--- src/rtl/mw_pkg.sv ---
// Shared types and constants for the microwave timer controller: FSM state encoding,
// BCD digit type, 7-segment patterns and a keypad decode helper.
package mw_pkg;

    typedef enum logic [2:0] {
        ST_IDLE  = 3'd0,
        ST_SET   = 3'd1,
        ST_COOK  = 3'd2,
        ST_PAUSE = 3'd3,
        ST_DONE  = 3'd4
    } mw_state_e;

    typedef logic [3:0] bcd_t;

    // Segment order is {a,b,c,d,e,f,g}, active-high
    localparam logic [6:0] SEG_0     = 7'b1111110;
    localparam logic [6:0] SEG_1     = 7'b0110000;
    localparam logic [6:0] SEG_2     = 7'b1101101;
    localparam logic [6:0] SEG_3     = 7'b1111001;
    localparam logic [6:0] SEG_4     = 7'b0110011;
    localparam logic [6:0] SEG_5     = 7'b1011011;
    localparam logic [6:0] SEG_6     = 7'b1011111;
    localparam logic [6:0] SEG_7     = 7'b1110000;
    localparam logic [6:0] SEG_8     = 7'b1111111;
    localparam logic [6:0] SEG_9     = 7'b1111011;
    localparam logic [6:0] SEG_BLANK = 7'b0000000;

    function automatic bcd_t onehot_to_digit(input logic [9:0] kp);
        bcd_t d;
        d = '0;
        for (int i = 0; i < 10; i++) begin
            if (kp[i]) d = 4'(i);
        end
        return d;
    endfunction

endpackage

--- src/rtl/bcd_to_7seg.sv ---
// Single BCD digit to active-high 7-segment pattern; codes above 9 show blank.
module bcd_to_7seg
    import mw_pkg::*;
(
    input  bcd_t       digit,
    output logic [6:0] segs
);
    always_comb begin
        segs = SEG_BLANK;
        case (digit)
            4'd0: segs = SEG_0;
            4'd1: segs = SEG_1;
            4'd2: segs = SEG_2;
            4'd3: segs = SEG_3;
            4'd4: segs = SEG_4;
            4'd5: segs = SEG_5;
            4'd6: segs = SEG_6;
            4'd7: segs = SEG_7;
            4'd8: segs = SEG_8;
            4'd9: segs = SEG_9;
            default: segs = SEG_BLANK;
        endcase
    end
endmodule

--- src/rtl/mw_timer_ctrl.sv ---
// Microwave oven controller: MM:SS BCD entry, per-second countdown with duty-cycled power,
// +30 s quick start, pause/resume and end-of-cook beep. States: IDLE | SET | COOK | PAUSE | DONE.
module mw_timer_ctrl
    import mw_pkg::*;
#(
    parameter int unsigned TICKS_PER_SEC = 100,
    parameter int unsigned POWER_LEVELS  = 10,
    parameter int unsigned BEEP_SECS     = 3
) (
    input  logic       clk,
    input  logic       clear,
    input  logic [9:0] keypad,
    input  logic       startn,
    input  logic       stopn,
    input  logic       powern,
    input  logic       add30n,
    input  logic       door_closed,
    output logic       mag_on,
    output logic       done_beep,
    output logic [3:0] power_level,
    output logic [2:0] state,
    output logic [6:0] sec_ones_segs,
    output logic [6:0] sec_tens_segs,
    output logic [6:0] min_ones_segs,
    output logic [6:0] min_tens_segs
);
    localparam int unsigned PRESC_W = $clog2(TICKS_PER_SEC);
    localparam int unsigned BEEP_W  = $clog2(BEEP_SECS + 1);
    localparam logic [PRESC_W-1:0] PRESC_LAST = PRESC_W'(TICKS_PER_SEC - 1);
    localparam logic [BEEP_W-1:0]  BEEP_LAST  = BEEP_W'(BEEP_SECS - 1);
    localparam logic [3:0]         POWER_MAX  = 4'(POWER_LEVELS);
    localparam logic [3:0]         DUTY_LAST  = 4'(POWER_LEVELS - 1);

    mw_state_e          state_q, state_d;
    bcd_t               so_q, st_q, mo_q, mt_q;
    bcd_t               so_d, st_d, mo_d, mt_d;
    logic [PRESC_W-1:0] presc_q, presc_d;
    logic [3:0]         duty_q, duty_d;
    logic [BEEP_W-1:0]  beep_cnt_q, beep_cnt_d;
    logic [3:0]         power_q, power_d;
    logic               mag_on_q, mag_on_d;
    logic               done_beep_q, done_beep_d;
    logic               startn_q, stopn_q, powern_q, add30n_q;
    logic [9:0]         keypad_q;

    logic start_ev, stop_ev, power_ev, add30_ev, key_ev;
    bcd_t key_digit;
    logic tick, time_zero, dec_zero;
    logic [PRESC_W-1:0] presc_inc;
    logic [3:0] duty_next, power_step;

    assign start_ev  = startn_q & ~startn;
    assign stop_ev   = stopn_q & ~stopn;
    assign power_ev  = powern_q & ~powern;
    assign add30_ev  = add30n_q & ~add30n;
    assign key_ev    = (keypad_q == 10'd0) && (keypad != 10'd0) &&
                       ((keypad & (keypad - 10'd1)) == 10'd0);
    assign key_digit = onehot_to_digit(keypad);

    assign tick       = (presc_q == PRESC_LAST);
    assign presc_inc  = tick ? '0 : presc_q + PRESC_W'(1);
    assign duty_next  = (duty_q == DUTY_LAST) ? 4'd0 : duty_q + 4'd1;
    assign power_step = (power_q == 4'd1) ? POWER_MAX : power_q - 4'd1;
    assign time_zero  = ({mt_q, mo_q, st_q, so_q} == 16'd0);

    bcd_t dec_so, dec_st, dec_mo, dec_mt;

    always_comb begin
        dec_so = so_q - 4'd1;
        dec_st = st_q;
        dec_mo = mo_q;
        dec_mt = mt_q;
        if (so_q == 4'd0) begin
            dec_so = 4'd9;
            if (st_q != 4'd0) begin
                dec_st = st_q - 4'd1;
            end else begin
                dec_st = 4'd5;
                if (mo_q != 4'd0) begin
                    dec_mo = mo_q - 4'd1;
                end else begin
                    dec_mo = 4'd9;
                    dec_mt = mt_q - 4'd1;
                end
            end
        end
    end

    assign dec_zero = ({dec_mt, dec_mo, dec_st, dec_so} == 16'd0);

    // +30 s works on the already-decremented time when a tick lands in the same cycle
    bcd_t       base_so, base_st, base_mo, base_mt;
    bcd_t       add_so, add_st, add_mo, add_mt;
    logic [6:0] base_secs, base_mins, norm_secs;
    logic [7:0] sum_secs, sum_mins;

    always_comb begin
        base_so   = tick ? dec_so : so_q;
        base_st   = tick ? dec_st : st_q;
        base_mo   = tick ? dec_mo : mo_q;
        base_mt   = tick ? dec_mt : mt_q;
        base_secs = 7'(base_st) * 7'd10 + 7'(base_so);
        base_mins = 7'(base_mt) * 7'd10 + 7'(base_mo);
        sum_secs  = {1'b0, base_secs} + 8'd30;
        norm_secs = sum_secs[6:0];
        sum_mins  = {1'b0, base_mins};
        if (sum_secs >= 8'd120) begin
            norm_secs = 7'(sum_secs - 8'd120);
            sum_mins  = {1'b0, base_mins} + 8'd2;
        end else if (sum_secs >= 8'd60) begin
            norm_secs = 7'(sum_secs - 8'd60);
            sum_mins  = {1'b0, base_mins} + 8'd1;
        end
        add_mt = 4'(sum_mins / 8'd10);
        add_mo = 4'(sum_mins % 8'd10);
        add_st = 4'(norm_secs / 7'd10);
        add_so = 4'(norm_secs % 7'd10);
        if (sum_mins > 8'd99) begin
            add_mt = 4'd9;
            add_mo = 4'd9;
            add_st = 4'd5;
            add_so = 4'd9;
        end
    end

    always_comb begin
        state_d    = state_q;
        so_d       = so_q;
        st_d       = st_q;
        mo_d       = mo_q;
        mt_d       = mt_q;
        presc_d    = presc_q;
        duty_d     = duty_q;
        beep_cnt_d = beep_cnt_q;
        power_d    = power_q;

        case (state_q)
            ST_IDLE: begin
                if (add30_ev && door_closed) begin
                    {mt_d, mo_d, st_d, so_d} = {4'd0, 4'd0, 4'd3, 4'd0};
                    presc_d = '0;
                    duty_d  = 4'd0;
                    state_d = ST_COOK;
                end else if (power_ev) begin
                    power_d = power_step;
                end else if (key_ev) begin
                    {mt_d, mo_d, st_d, so_d} = {mo_q, st_q, so_q, key_digit};
                    state_d = ST_SET;
                end
            end
            ST_SET: begin
                if (stop_ev) begin
                    {mt_d, mo_d, st_d, so_d} = 16'd0;
                    state_d = ST_IDLE;
                end else if (start_ev && door_closed && !time_zero) begin
                    presc_d = '0;
                    duty_d  = 4'd0;
                    state_d = ST_COOK;
                end else if (power_ev) begin
                    power_d = power_step;
                end else if (key_ev) begin
                    {mt_d, mo_d, st_d, so_d} = {mo_q, st_q, so_q, key_digit};
                end
            end
            ST_COOK: begin
                if (!door_closed || stop_ev) begin
                    state_d = ST_PAUSE;
                end else begin
                    presc_d = presc_inc;
                    if (tick) begin
                        {mt_d, mo_d, st_d, so_d} = {dec_mt, dec_mo, dec_st, dec_so};
                        duty_d = duty_next;
                    end
                    if (add30_ev) begin
                        {mt_d, mo_d, st_d, so_d} = {add_mt, add_mo, add_st, add_so};
                    end else if (tick && dec_zero) begin
                        beep_cnt_d = BEEP_LAST;
                        state_d    = ST_DONE;
                    end
                end
            end
            ST_PAUSE: begin
                if (stop_ev) begin
                    {mt_d, mo_d, st_d, so_d} = 16'd0;
                    state_d = ST_IDLE;
                end else if (start_ev && door_closed) begin
                    state_d = ST_COOK;
                end
            end
            ST_DONE: begin
                if (!door_closed || stop_ev) begin
                    state_d = ST_IDLE;
                end else begin
                    presc_d = presc_inc;
                    if (tick) begin
                        if (beep_cnt_q == '0) state_d = ST_IDLE;
                        else beep_cnt_d = beep_cnt_q - BEEP_W'(1);
                    end
                end
            end
            default: state_d = ST_IDLE;
        endcase

        mag_on_d    = (state_d == ST_COOK) && door_closed && (duty_d < power_d);
        done_beep_d = (state_d == ST_DONE);
    end

    always_ff @(posedge clk) begin
        if (clear) begin
            state_q     <= ST_IDLE;
            so_q        <= 4'd0;
            st_q        <= 4'd0;
            mo_q        <= 4'd0;
            mt_q        <= 4'd0;
            presc_q     <= '0;
            duty_q      <= 4'd0;
            beep_cnt_q  <= '0;
            power_q     <= POWER_MAX;
            mag_on_q    <= 1'b0;
            done_beep_q <= 1'b0;
            startn_q    <= 1'b1;
            stopn_q     <= 1'b1;
            powern_q    <= 1'b1;
            add30n_q    <= 1'b1;
            keypad_q    <= 10'd0;
        end else begin
            state_q     <= state_d;
            so_q        <= so_d;
            st_q        <= st_d;
            mo_q        <= mo_d;
            mt_q        <= mt_d;
            presc_q     <= presc_d;
            duty_q      <= duty_d;
            beep_cnt_q  <= beep_cnt_d;
            power_q     <= power_d;
            mag_on_q    <= mag_on_d;
            done_beep_q <= done_beep_d;
            startn_q    <= startn;
            stopn_q     <= stopn;
            powern_q    <= powern;
            add30n_q    <= add30n;
            keypad_q    <= keypad;
        end
    end

    assign mag_on      = mag_on_q;
    assign done_beep   = done_beep_q;
    assign power_level = power_q;
    assign state       = state_q;

    bcd_to_7seg u_seg_so (.digit(so_q), .segs(sec_ones_segs));
    bcd_to_7seg u_seg_st (.digit(st_q), .segs(sec_tens_segs));
    bcd_to_7seg u_seg_mo (.digit(mo_q), .segs(min_ones_segs));
    bcd_to_7seg u_seg_mt (.digit(mt_q), .segs(min_tens_segs));

endmodule

--- config.mk ---
export PLATFORM = sky130hd
export DESIGN_NAME = mw_timer_ctrl
export DESIGN_NICKNAME = d
export VERILOG_FILES = /design/src/rtl/mw_pkg.sv /design/src/rtl/bcd_to_7seg.sv /design/src/rtl/mw_timer_ctrl.sv
export SDC_FILE = /design/constraint.sdc
export NUM_CORES = 1
export LEC_CHECK = 0
export BUFFER_PORTS_ARGS = -buffer_cell sky130_fd_sc_hd__buf_2
export CAP_MARGIN = 20
export CORE_MARGIN = 1.5
export CORE_UTILIZATION = 60
export DETAILED_ROUTE_END_ITERATION = 8
export PLACE_DENSITY = 0.89
export SLEW_MARGIN = 20
export SYNTH_ARGS = -nofsm -noshare
export SYNTH_HDL_FRONTEND = slang
export SYNTH_HIERARCHICAL = 1
export SYNTH_SLANG_ARGS = --single-unit
--- constraint.sdc ---
create_clock -name clk -period 9.1 [get_ports clk]
set_clock_uncertainty 0.1 [all_clocks]
set_input_delay 0.455 -clock clk [delete_from_list [all_inputs] [get_ports clk]]
set_output_delay 0.455 -clock clk [all_outputs]
set_load 0.01 [all_outputs]
Word level (Yosys, flattened, before mapping)
Memory sizes are Yosys's and may differ from the RTL's. A register that Yosys moved wholly into a read port is not among the register bits.
Index checks and enable logic that the tools add are counted.
{"block": "classes", "eq_ne": 21, "mux": 111, "n_div": 4, "magnitude_cmp": 4, "add_sub_neg": 16, "n_reduce_logical": 28, "n_mul": 2, "n_bitwise": 9}
{"operator": "$mux W4", "count": 73}
{"operator": "$pmux W4 S4", "count": 4}
{"operator": "$mux W7", "count": 7}
{"operator": "$mux W3", "count": 13}
{"operator": "$logic_not A16 Y1", "count": 2}
{"operator": "$ne A2 B2 Y1 const B", "count": 11}
{"operator": "$pmux W7 S3", "count": 1}
{"operator": "$logic_not A10 Y1", "count": 2}
{"operator": "$sub A4 B1 Y4 const B", "count": 5}
{"operator": "$mux W8", "count": 2}
{"operator": "$pmux W3 S5", "count": 1}
{"operator": "$add A7 B4 Y7", "count": 2}
{"operator": "$mul A4 B3 Y6 const B", "count": 2}
{"operator": "$mux W2", "count": 6}
{"operator": "$pmux W4 S3", "count": 1}
{"operator": "$reduce_bool A4 Y1", "count": 3}
{"operator": "$and A10 B10 Y10", "count": 1}
{"operator": "$reduce_bool A10 Y1", "count": 1}
{"operator": "$sub A10 B1 Y10 const B", "count": 1}
{"operator": "$eq A3 B2 Y1 const B", "count": 3}
{"operator": "$add A7 B1 Y8 const B", "count": 1}
{"operator": "$add A7 B2 Y8 const B", "count": 1}
{"operator": "$add A7 B5 Y8 const B", "count": 1}
{"operator": "$div A8 B4 Y8 const B", "count": 1}
{"operator": "35 further kinds", "count": 50}
{"block": "word_totals", "romBits": 448, "memories": 4, "ff_bits": 52}
{"memory": "(no name shown)", "depth": 16, "width": 7, "rd": 1, "rd_ports_with_merged_regs": 1, "wr": 0, "line": "bcd_to_7seg.sv:10", "rtl": "case (digit)"}
{"memory": "(no name shown)", "depth": 16, "width": 7, "rd": 1, "rd_ports_with_merged_regs": 1, "wr": 0, "line": "bcd_to_7seg.sv:10"}
{"memory": "(no name shown)", "depth": 16, "width": 7, "rd": 1, "rd_ports_with_merged_regs": 1, "wr": 0, "line": "bcd_to_7seg.sv:10"}
{"memory": "(no name shown)", "depth": 16, "width": 7, "rd": 1, "rd_ports_with_merged_regs": 1, "wr": 0, "line": "bcd_to_7seg.sv:10"}

Depth between registers and ports, before layout
{"block": "depth", "word_depth": 17, "mapped_depth": 35, "mapped_depth_nobuf": 33}

By module
The synthesis kept the hierarchy.
{"mod": "mw_timer_ctrl", "cells_each": 749, "instances": 1, "area_per_inst_um2": 5554.1}
{"mod": "bcd_to_7seg", "cells_each": 28, "instances": 4, "area_per_inst_um2": 219.0}

Worst setup path after synthesis
OpenSTA, ideal clock, no wires.
{"block": "synth_timing", "kind": "reg2reg", "startpoint": "register so_q[1]", "endpoint": "register so_q[2]", "setup_time_ps": 69, "setup_slack_ps": 2147, "arrival_ps": 6784, "synth_period_minus_slack_ps": 6953, "stages_incl_launch_ff": 35, "n_path_buf": 1, "cell_sequence": "dfxtp_1 > inv_1 > ha_1 > nor3b_4 > nand2_1 > nor3b_1 > a21oi_1 > xor2_1 > ha_1 > fa_1 > nand2_1 > a21oi_1 > xor2_1 > xnor2_2 > o21ai_1 > o22a_2 > buf_4 > a21bo_2 > xnor2_1 > mux2i_1 > mux2i_1 > inv_1 > ha_1 > nand3_1 > nand2_1 > nand4_1 > o31a_1 > and3_1 > xnor2_1 > ha_1 > a21boi_0 > o21ai_0 > nand2b_1 > a221o_1 > o21ai_1"}
{"block": "synth_via", "elab_chain_len": 14, "word_cells_on_any_way": 36}
{"item": "start, declared", "line": "mw_timer_ctrl.sv:35", "rtl": "bcd_t so_q, st_q, mo_q, mt_q;"}
{"item": "start signal, assigned", "line": "mw_timer_ctrl.sv:211", "rtl": "so_q <= 4'd0;"}
{"item": "start signal, assigned", "line": "mw_timer_ctrl.sv:228", "rtl": "so_q <= so_d;"}
{"item": "$logic_not A4 Y1", "line": "mw_timer_ctrl.sv:73", "rtl": "if (so_q == 4'd0) begin"}
{"item": "$mux W4", "line": "mw_timer_ctrl.sv:73"}
{"item": "$mux W4"}
{"item": "$mul A4 B3 Y6", "line": "mw_timer_ctrl.sv:102", "rtl": "base_secs = 7'(base_st) * 7'd10 + 7'(base_so);"}
{"item": "$add A7 B4 Y7", "line": "mw_timer_ctrl.sv:102"}
{"item": "$add A7 B5 Y8", "line": "mw_timer_ctrl.sv:104", "rtl": "sum_secs = {1'b0, base_secs} + 8'd30;"}
{"item": "$sub A7 B6 Y7 / $ge A8 B6 Y1 (equally long branches)", "line": "mw_timer_ctrl.sv:111, mw_timer_ctrl.sv:110"}
{"item": "$mux W7 / $mux W8 (equally long branches)", "line": "mw_timer_ctrl.sv:110", "rtl": "end else if (sum_secs >= 8'd60) begin"}
{"item": "$mux W7 / $mux W8 (equally long branches)", "line": "mw_timer_ctrl.sv:107", "rtl": "if (sum_secs >= 8'd120) begin"}
{"item": "$mod A7 B4 Y7 / $gt A8 B7 Y1 (equally long branches)", "line": "mw_timer_ctrl.sv:117, mw_timer_ctrl.sv:118"}
{"item": "$mux W4", "line": "mw_timer_ctrl.sv:118", "rtl": "if (sum_mins > 8'd99) begin"}
{"item": "$mux W4", "line": "mw_timer_ctrl.sv:174", "rtl": "if (add30_ev) begin"}
{"item": "$mux W4", "line": "mw_timer_ctrl.sv:166", "rtl": "if (!door_closed || stop_ev) begin"}
{"item": "$pmux W4 S4", "line": "mw_timer_ctrl.sv:137", "rtl": "case (state_q)"}
Several ways; a longest one is shown, not always the timed one. The select of a mux whose other input is x is not followed.
A chain may end at the register's enable or synchronous reset.

Worst setup path after layout
{"block": "layout_timing", "startpoint": "register so_q[1]", "endpoint": "register so_q[1]"}
The elaborated chain is that of the path after synthesis.

==> impl_metrics.py <==
metrics = {
    "hold_path": {
        "hold_path_end": "stopn_q$_SDFF_PP1_",
        "hp-class": "input pin to register",
        "holdPathStages": 2,
        "hold_start": "stopn",
    },
    "clocking": {
        "cts_root_buffer": "clkbuf_8",
        "cts_tree": "built",
        "clkLatencyLatePin_ns": 0.32,
        "post_cts_buffers": 0,
        "path_clk_slew_ns": 0.11,
        "cts_buffer_depth": 2,
        "numCtsBuffers": 5,
        "cts_htree_levels": 2,
        "cts_resized": 0,
        "holdBufCountCts": 0,
        "cts_sinks": 52,
    },
    "yosys": {
        "synth_compound_gate_area_share": 0.276,
        "syn_inst": 861,
        "yosysWarnings": 6,
        "synth_area_leaders": "dfxtp_1 (16%), ha_1 (12%), nor2_1 (5.5%)",
        "netlist_area_um2": 6430,
        "synth-edff-count": 0,
        "synthMuxAreaShare": 0.0424,
        "synth_xor_area_frac": 0.0701,
        "synth-adder-area-share": 0.133,
        "yosysTopAreaCell": "dfxtp_1",
        "synth_fp_nets": 943,
        "yosys.area.top_type_share": 0.162,
        "synthDistinctLibCells": 94,
        "ys_async_sr_fraction": 0,
        "ys_ff_latch": 52,
        "ys.flop_type": "dfxtp_1",
        "seq_area_frac_synth": 0.162,
        "synth_top_family_by_area": "compound AO/OA/AOI/OAI gates",
        "synth.avg_cell_area_um2": 7.47,
        "synthSimpleGateAreaFrac": 0.245,
    },
    "layout": {
        "finalInstanceArea_um2": 6790,
        "drive_gt1_frac": 0.132,
        "fin_nets": 973,
        "utilization": 0.655,
        "diodes": 0,
        "synthToLayoutAreaGrowth_pct": 5.64,
        "final_cells": 1028,
        "final_common_cell": "nor2_1",
        "final_cell_mix": "nor2_1 (95), nand2_1 (69), a21oi_1 (62)",
    },
    "sta": {
        "timing.final.crit_period_ns": 8.07,
        "drv_slew": 0,
        "hold_viol": 0,
        "tns_ns": 0,
        "setup_viol": 0,
        "slew_headroom": 0.339,
        "hold-worst-slack_ns": 0.227,
        "timing.fmax_ghz": 0.124,
        "rsz0062_at_grt": "false",
        "post-route-period-util": 0.887,
        "worst_slew_pin_slew_ns": 0.979,
        "setup_ws_ns": 1.03,
    },
    "floorplanning": {
        "placeableCoreArea_um2": 10400,
        "dieArea_um2": 11300,
        "die_w_um": 107,
        "rows": 37,
        "die_y_um": 107,
        "ioPinCount": 54,
        "initial_core_util": 0.620,
    },
    "route": {
        "first_pass_iters": 8,
        "wl_per_cell_um": 15.6,
        "detail-route-antenna-nets": 0,
        "drc": 0,
        "num_vias": 6536,
        "totalWireLength_um": 16100,
        "via_per_inst": 6.36,
        "drtIter0Drc": 833,
    },
    "place": {
        "dpl.cell_count": 1020,
        "placed_area_um2": 6700,
        "dpl.hpwl_um": 12100,
        "numPortBuffers": 53,
        "pre_cts_ws_ns": 1.22,
        "place.gp.congestion": 0.936,
    },
    "setup_path": {
        "slowest_delay_ns": 0.68,
        "crit_required_ns": 9.27,
        "rr_startpoint": "so_q[1]$_SDFFE_PP0P_",
        "regToRegSetupSlack_ns": 1.03,
        "critPathLaunchType": "register",
        "reg2reg_to": "so_q[1]$_SDFFE_PP0P_",
        "slowest_stage": "a221oi_1",
        "cp.arrival_ns": 8.24,
        "worst_setup_path_end_kind": "register",
        "path_class": "register to register",
        "crit_fanout": 13,
        "ff2ff_path_depth": 30,
        "path_common_cell": "ha_1",
    },
    "pwr": {
        "p_switching_mw": 0.926,
        "peakVddDrop_uv": 269,
        "p_leak_nw": 2.66,
        "clkPwrFrac": 0.081,
        "switching_share": 0.530,
        "comb_power_share": 0.757,
        "power.density_nw_per_um2": 257,
        "power_mw": 1.75,
        "p_int_mw": 0.820,
        "seqPwrFrac": 0.161,
    },
    "flow_run": {
        "max-cap-violations": 0,
    },
    "grt": {
        "grt_use_total": 0.276,
        "grt_max_degree": 47,
        "first_global_vias": 5549,
        "overflow": 0,
        "antenna_found_initial": 0,
        "grt_pass1_wl_um": 26000,
    },
    "status": {
        "status": "finished clean",
    },
}
-- kinds of logic (layout without fill, tap and decap cells) --
kind of cell / Yosys count / count (layout)
compound gates: 265 / 265
xor+xnor: 46 / 46
fa+ha+maj: 66 / 66
buf+inv: 101 / 132
flops: 52 / 52
mux: 24 / 24
simple gates: 307 / 307
-- registers in the layout (all words and copies together), names as in the netlist, 3 cells and up --
register	count
keypad_q	10
presc_q	7
duty_q	4
mo_q	4
mt_q	4
power_level	4
so_q	4
st_q	4
state	3
-- worst max-delay path, delay by kind of cell, from the launching register on --
family	cells	cell delay, ns
flip-flops	1	0.46
XOR/XNOR	4	1.10
AND/OR/NAND/NOR	7	1.44
adder cells (fa/ha/maj)	5	1.66
buffers and inverters	2	0.27
AO/OA/AOI/OAI	10	2.52
multiplexers	2	0.46
-- Yosys cell counts (5+ instances only) --
master and n:
o211ai_1 10, dfxtp_1 52, a21oi_1 62, mux2_2 6, ha_1 61, o21ai_0 56
and3_1 6, and2_1 5, nor2_1 95, a31oi_1 9, nand4_1 8, or2_2 6
a22oi_1 5, o221ai_1 6, nor3b_1 7, nand2_1 69, nor3_1 23, nand2b_1 12
xnor2_1 29, xor2_1 13, a21boi_0 7, nor2b_1 18, a211oi_1 9, buf_6 10
o21a_1 11, inv_1 60, clkbuf_1 19, buf_2 6, a211o_1 7, mux2i_1 16
o22ai_1 26, nand3_1 26
-- cell type report --
type / instances / area, um2
clock buffers: 5 / 68.8
clock inverters: 3 / 26.3
fillers: 887 / 3580
inverters: 64 / 240
multi-input cells: 708 / 4930
flip-flops and latches: 52 / 1040
well taps: 136 / 170
repair buffers: 60 / 318
-- worst max path at each step --
stage                         start              endpoint  slack [ns]  cells after the start
2_1_floorplan  so_q[1]$_SDFFE_PP0P_  so_q[2]$_SDFFE_PP0P_        2.15                     34
3_3_place_gp   so_q[1]$_SDFFE_PP0P_  so_q[1]$_SDFFE_PP0P_        1.62                     29
3_5_place_dp   so_q[1]$_SDFFE_PP0P_  so_q[2]$_SDFFE_PP0P_        1.22                     31
4_1_cts        so_q[1]$_SDFFE_PP0P_  so_q[2]$_SDFFE_PP0P_        1.14                     31
5_1_grt        so_q[1]$_SDFFE_PP0P_  so_q[1]$_SDFFE_PP0P_        0.29                     30
6_report       so_q[1]$_SDFFE_PP0P_  so_q[1]$_SDFFE_PP0P_        1.03                     30
-- power by group through the flow --
stage	clock network [mW]	logic, mW	registers [mW]
floorplan	0	1.04	0.264
global placement	0	1.24	0.285
detailed placement	0	1.27	0.286
CTS	0.144	1.29	0.281
global route	0.152	1.46	0.286
finish	0.142	1.32	0.282
-- layer usage --
| layer | vias to the layer above | wire length (um) | track usage |
|---|---|---|---|
| met5 | - | 0 | 0 |
| met4 | 0 | 462 | 0.0933 |
| met3 | 44 | 1350 | 0.0337 |
| met2 | 331 | 7140 | 0.452 |
| met1 | 3003 | 7100 | 0.376 |
| li1 | 3158 | - | - |
Power figures use the tool's default switching activity.
